### src/rtl/mmio_uart_tx.sv
`default_nettype none
// ============================================================================
//  Module      : mmio_uart_tx
//  Description : Memory-mapped 8N1 UART transmitter with an internal byte
//                FIFO. The CPU pushes bytes at offset 0x0, clears the sticky
//                overflow flag with any write to offset 0x4, and polls a
//                combinational STATUS word.
//  Revision    : 1.0 - initial release
// ============================================================================
module mmio_uart_tx #(
   parameter int CLK_FREQ   = 100000000,
   parameter int BAUD       = 115200,
   parameter int FIFO_DEPTH = 16
) (
   input  logic        clk_i,
   input  logic        rst_ni,
   input  logic        we_i,
   input  logic [3:0]  addr_i,
   input  logic [31:0] wdata_i,
   output logic [31:0] rdata_o,
   output logic        full_o,
   output logic        busy_o,
   output logic        txd_o
);

   // Clocks per serial bit, and the widths derived from the parameters.
   localparam int c_DIV = CLK_FREQ / BAUD;
   localparam int c_AW  = (FIFO_DEPTH > 1) ? $clog2(FIFO_DEPTH) : 1;
   localparam int c_CW  = c_AW + 1;
   localparam int c_BW  = (c_DIV > 1) ? $clog2(c_DIV) : 1;

   localparam logic [c_BW-1:0] c_BAUD_RELOAD = c_BW'(c_DIV - 1);
   localparam logic [c_CW-1:0] c_FULL_COUNT  = c_CW'(FIFO_DEPTH);
   localparam logic [3:0]      c_ADDR_TXDATA = 4'h0;
   localparam logic [3:0]      c_ADDR_STATUS = 4'h4;
   localparam logic [2:0]      c_LAST_BIT    = 3'd7;

   typedef enum logic [1:0] {
      S_IDLE  = 2'd0,
      S_START = 2'd1,
      S_DATA  = 2'd2,
      S_STOP  = 2'd3
   } state_t;

   // FIFO storage and bookkeeping
   logic [7:0]      r_mem [FIFO_DEPTH];
   logic [c_AW-1:0] r_wptr;
   logic [c_AW-1:0] r_rptr;
   logic [c_CW-1:0] r_count;
   logic            r_ovf;

   // Transmitter state
   state_t          r_state;
   logic [c_BW-1:0] r_baud;
   logic [2:0]      r_bit_idx;
   logic [7:0]      r_sh;
   logic            r_txd;

   // Combinational decode
   logic            w_full;
   logic            w_empty;
   logic            w_busy;
   logic            w_push_req;
   logic            w_push;
   logic            w_pop;
   logic            w_clr;
   logic            w_baud_done;
   logic [7:0]      w_count8;
   logic            w_unused_wdata;

   // Only the low byte of a TXDATA write is carried into the FIFO.
   assign w_unused_wdata = ^wdata_i[31:8];

   // Full/empty come from the pre-edge count, so a push while full is
   // dropped even when the transmitter pops in the same cycle.
   assign w_full      = (r_count == c_FULL_COUNT);
   assign w_empty     = (r_count == '0);
   assign w_push_req  = we_i && (addr_i == c_ADDR_TXDATA);
   assign w_push      = w_push_req && !w_full;
   assign w_clr       = we_i && (addr_i == c_ADDR_STATUS);
   assign w_pop       = (r_state == S_IDLE) && !w_empty;
   assign w_busy      = (r_state != S_IDLE) || !w_empty;
   assign w_baud_done = (r_baud == '0);
   assign w_count8    = 8'(r_count);

   assign rdata_o = {16'h0000, w_count8, 4'h0, r_ovf, w_busy, w_empty, w_full};
   assign full_o  = w_full;
   assign busy_o  = w_busy;
   assign txd_o   = r_txd;

   // FIFO data array: written on an accepted push, no reset needed.
   always_ff @(posedge clk_i) begin
      if (rst_ni && w_push) begin
         r_mem[r_wptr] <= wdata_i[7:0];
      end
   end

   // FIFO pointers, occupancy and the sticky overflow flag (set beats clear).
   always_ff @(posedge clk_i) begin
      if (!rst_ni) begin
         r_wptr  <= '0;
         r_rptr  <= '0;
         r_count <= '0;
         r_ovf   <= 1'b0;
      end else begin
         if (w_push) begin
            r_wptr <= r_wptr + 1'b1;
         end
         if (w_pop) begin
            r_rptr <= r_rptr + 1'b1;
         end
         case ({w_push, w_pop})
            2'b10:   r_count <= r_count + 1'b1;
            2'b01:   r_count <= r_count - 1'b1;
            default: r_count <= r_count;
         endcase
         if (w_push_req && w_full) begin
            r_ovf <= 1'b1;
         end else if (w_clr) begin
            r_ovf <= 1'b0;
         end
      end
   end

   // Frame serialiser: start bit, 8 data bits LSB first, stop bit, each
   // held for c_DIV clocks; the line level is registered.
   always_ff @(posedge clk_i) begin
      if (!rst_ni) begin
         r_state   <= S_IDLE;
         r_baud    <= '0;
         r_bit_idx <= '0;
         r_sh      <= '0;
         r_txd     <= 1'b1;
      end else begin
         case (r_state)
            S_IDLE: begin
               r_txd <= 1'b1;
               if (w_pop) begin
                  r_sh    <= r_mem[r_rptr];
                  r_baud  <= c_BAUD_RELOAD;
                  r_txd   <= 1'b0;
                  r_state <= S_START;
               end
            end
            S_START: begin
               if (w_baud_done) begin
                  r_baud    <= c_BAUD_RELOAD;
                  r_bit_idx <= '0;
                  r_txd     <= r_sh[0];
                  r_state   <= S_DATA;
               end else begin
                  r_baud <= r_baud - 1'b1;
               end
            end
            S_DATA: begin
               if (w_baud_done) begin
                  r_baud <= c_BAUD_RELOAD;
                  if (r_bit_idx == c_LAST_BIT) begin
                     r_txd   <= 1'b1;
                     r_state <= S_STOP;
                  end else begin
                     r_sh      <= {1'b0, r_sh[7:1]};
                     r_txd     <= r_sh[1];
                     r_bit_idx <= r_bit_idx + 1'b1;
                  end
               end else begin
                  r_baud <= r_baud - 1'b1;
               end
            end
            S_STOP: begin
               if (w_baud_done) begin
                  r_txd   <= 1'b1;
                  r_state <= S_IDLE;
               end else begin
                  r_baud <= r_baud - 1'b1;
               end
            end
            default: begin
               r_txd   <= 1'b1;
               r_state <= S_IDLE;
            end
         endcase
      end
   end

endmodule
`default_nettype wire

### config.mk
export PLATFORM = sky130hd
export DESIGN_NAME = mmio_uart_tx
export DESIGN_NICKNAME = d
export VERILOG_FILES = /design/src/rtl/mmio_uart_tx.sv
export SDC_FILE = /design/constraint.sdc
export NUM_CORES = 1
export LEC_CHECK = 0
export CORE_ASPECT_RATIO = 2
export CORE_MARGIN = 2
export CORE_UTILIZATION = 45
export CTS_CLUSTER_DIAMETER = 30
export DETAILED_ROUTE_END_ITERATION = 7
export PLACE_DENSITY = 0.66
export SYNTH_ARGS = -nofsm -noshare
export SYNTH_HDL_FRONTEND = slang
export SYNTH_SLANG_ARGS = --single-unit
export TNS_END_PERCENT = 20
### constraint.sdc
create_clock -name clk_i -period 3.2 [get_ports clk_i]
set_input_delay 0.8 -clock clk_i [delete_from_list [all_inputs] [get_ports clk_i]]
set_output_delay 0.8 -clock clk_i [all_outputs]
set_load 0.01 [all_outputs]
==> impl_metrics.csv <==
group,metric,value,unit
worst_setup_path,cp_top_family,"buffers and inverters",
clock_network,ctsHoldBuffers,0,
logic_synthesis,synth_commonest_cells,"128 x edfxtp_1, 45 x nand2_1, 42 x dfxtp_1",
timing,relSlewSlack,37.40,%
routing,wl_met3,479,um
clock_network,cts_tree,"built",
final_layout,fin_area,8566,um2
die,die-area,17760,um2
die,initial_utilization,46.05,%
routing,first_pass_iters,5,
grt,antenna_found_initial,0,
grt,grt_first_pass_wirelength,24010,um
worst_setup_path,end_kind,"primary output",
worst_setup_path,path_buf_inv,3,
timing,fin_crit,3053,ps
logic_synthesis,synth_seq_cells,170,
logic_synthesis,synth_area_leaders,"edfxtp_1 51%, dfxtp_1 11%, mux4_2 7.8%",
logic_synthesis,synth_ff_type,"edfxtp_1",
logic_synthesis,ys_seq_area_share,62.54,%
worst_setup_path,critPathKind,"flop to primary output",
timing,whs,455.7,ps
status,run_status,"finished, final reports clean",
placed_design,dp.cells,771,
logic_synthesis,synth_top_area_share,51.31,%
clock_network,clk_pin_slew,70,ps
logic_synthesis,syn_inst,543,
logic_synthesis,synth.most_common_cell,"edfxtp_1",
logic_synthesis,yosysTopAreaCell,"edfxtp_1",
worst_setup_path,cpPeakStageDelay,540,ps
logic_synthesis,synth_cell_type_count,58,
power,power,6.338,mW
grt,grt_start_max_net_pins,35,
logic_synthesis,syn_avg_cell_area,13.80,um2
power,power.leakage,2.868,nW
power,powerDensity,739.9,nW/um2
clock_network,clockRootBuffer,"clkbuf_16",
routing,wl_met2,8985,um
worst_setup_path,cp_slowest_cell,"clkdlybuf4s50_1",
routing,drt-total-wl,15400,um
placed_design,hpwl,10920,um
clock_network,clock-sinks,170,
routing,num_vias,4468,
die,core_area,16270,um2
placed_design,dp_slack,-135.9,ps
timing,skew,10.03,ps
routing,drt-wirelength-per-cell,19.18,um
worst_setup_path,crit_chain,"inv_1 > ha_1 > nor2b_1 > and2_2 > inv_2 > clkdlybuf4s50_1",
timing,finalCritPeriodShare,95.41,%
timing,timing_hold_violations_final,0,
worst_setup_path,cp.arrival,2250,ps
clock_network,clk_latency,430,ps
timing,worst_pin_slew,930.4,ps
clock_network,cts.path.max_buffers,2,
worst_setup_path,worst_ep_required_time,2400,ps
grt,overflow,0,
final_layout,diodes,0,
die,die_width,95.23,um
logic_synthesis,yosysWarnings,0,
placed_design,place_congestion,0.8012,
final_layout,fillers,1337,
placed_design,place_area,8006,um2
timing,rsz0062_at_grt,"no",
worst_setup_path,cp_max_fo,6,
final_layout,area_growth_syn_to_layout,14.35,%
clock_network,post-cts-setup-buffers,0,
min_path,hp-class,"flop to flop",
routing,drc,0,
logic_synthesis,async_flop_share,0,%
logic_synthesis,synth-edff-count,128,
die,fp-row-count,66,
timing,fmax,0.3275,GHz
final_layout,fin_cells,803,
clock_network,ctsResizeCount,0,
placed_design,io_buffers,26,
grt,grt_pass1_vias,4536,
run,cap_viol_max_count,0,
timing,maxSlewViolCount,0,
worst_setup_path,worstSetupStartpointType,"flop",
timing,worst_slack,146.8,ps
power,ir_drop,0.0005626,V
clock_network,cts_buffers,17,
routing,drt_iter0_markers,208,
die,die_h,186.5,um
routing,wl_met1,5520,um
final_layout,drive_gt1_share,16.69,%
routing,highest_layer,"met4",
logic_synthesis,synth_area,7491,um2
clock_network,h-tree-depth,4,
timing,setup_viol,0,
final_layout,final_nets,642,
die,io_pins,74,
routing,ant_nets,0,
grt,grt_use_total,18.43,%
routing,viasPerCell,5.564,
routing by layer:
metal  up-vias  GRT usage [%]
li1       2089              -
met1      2247          18.68
met2       104          34.67
met3        28          3.835
met4         0          8.082
met5         -              0
cells in the final DEF, fill, tap and decap left out, types with 3 or more instances in the layout:
cell / n
mux4_2: 26
mux2i_1: 17
nor4_1: 4
a21oi_1: 24
o21ai_0: 12
clkbuf_16: 17
nor3_1: 11
ha_1: 17
a21o_1: 3
xor2_1: 8
clkinv_1: 4
edfxtp_1: 128
clkdlybuf4s50_1: 26
inv_1: 12
nor3b_1: 3
nand2_1: 45
nand4_1: 11
a31oi_1: 5
clkinv_2: 4
nand3_1: 7
nor2_1: 39
nand2b_1: 11
buf_4: 31
a211o_1: 3
a221oi_1: 8
dfxtp_1: 41
conb_1: 23
o22ai_1: 3
a221o_1: 7
nor2b_1: 5
report_power, final:
group	leakage, nW	switching [mW]	internal, mW
logic	1.11	0.956	0.792
registers	1.49	0.149	2.48
clock network	0.269	0.824	1.14
total	2.87	1.93	4.41
worst reg2reg max path: cells and delay by family, from the launching register on:
kind,cells,cell delay (ps)
simple gates,3,850
compound gates,3,620
fa+ha+maj,2,460
flops,1,360
mux,1,190
xor+xnor,1,180
buf+inv,1,80
worst paths after layout:
kind,start,to,slack (ps),depth (start not counted)
min,r_sh[0],r_sh[0],460,2
max,r_state[0],rdata_o[2],150,6
max reg2reg,r_count[0],r_count[4],400,11
min reg2reg,r_sh[0],r_sh[0],460,2
sequential cells by signal, summed over array words and instances (netlist names), named ones only:
name       count
r_ovf          1
r_wptr         4
r_baud        10
txd_o          1
r_sh           8
r_mem        128
r_state        2
r_bit_idx      3
r_count        5
r_rptr         4
metrics by stage:
stage / utilization, % / TNS (ps)
floorplan: - / 0
global placement: 49.22 / -99.49
detailed placement: 49.22 / -150.2
CTS: 52.65 / 0
global route: 52.65 / 0
finish: 52.65 / 0
cell families after synthesis:
| kind of cell | share of synthesized area, % |
|---|---|
| muxes | 10.24 |
| buffers and inverters | 5.278 |
| other | 0.05006 |
| DFF | 62.54 |
| xor gates and xnor gates | 1.169 |
| adders and majority gates | 2.839 |
| AOI/OAI and AO/OA | 8.101 |
| and+or+nand+nor | 9.788 |
cell type report:
type,instances,area [um2],share of cell area [%]
clock buffers,18,429.2,5.010
repair buffers,58,513.0,5.989
flip-flops and latches,170,4686,54.70
multi-input cells,325,2501,29.20
clock inverters,14,128.9,1.505
inverters,14,52.55,0.6135
well taps,204,255.2,2.980
No activity file was read; power rests on OpenSTA's default activity.
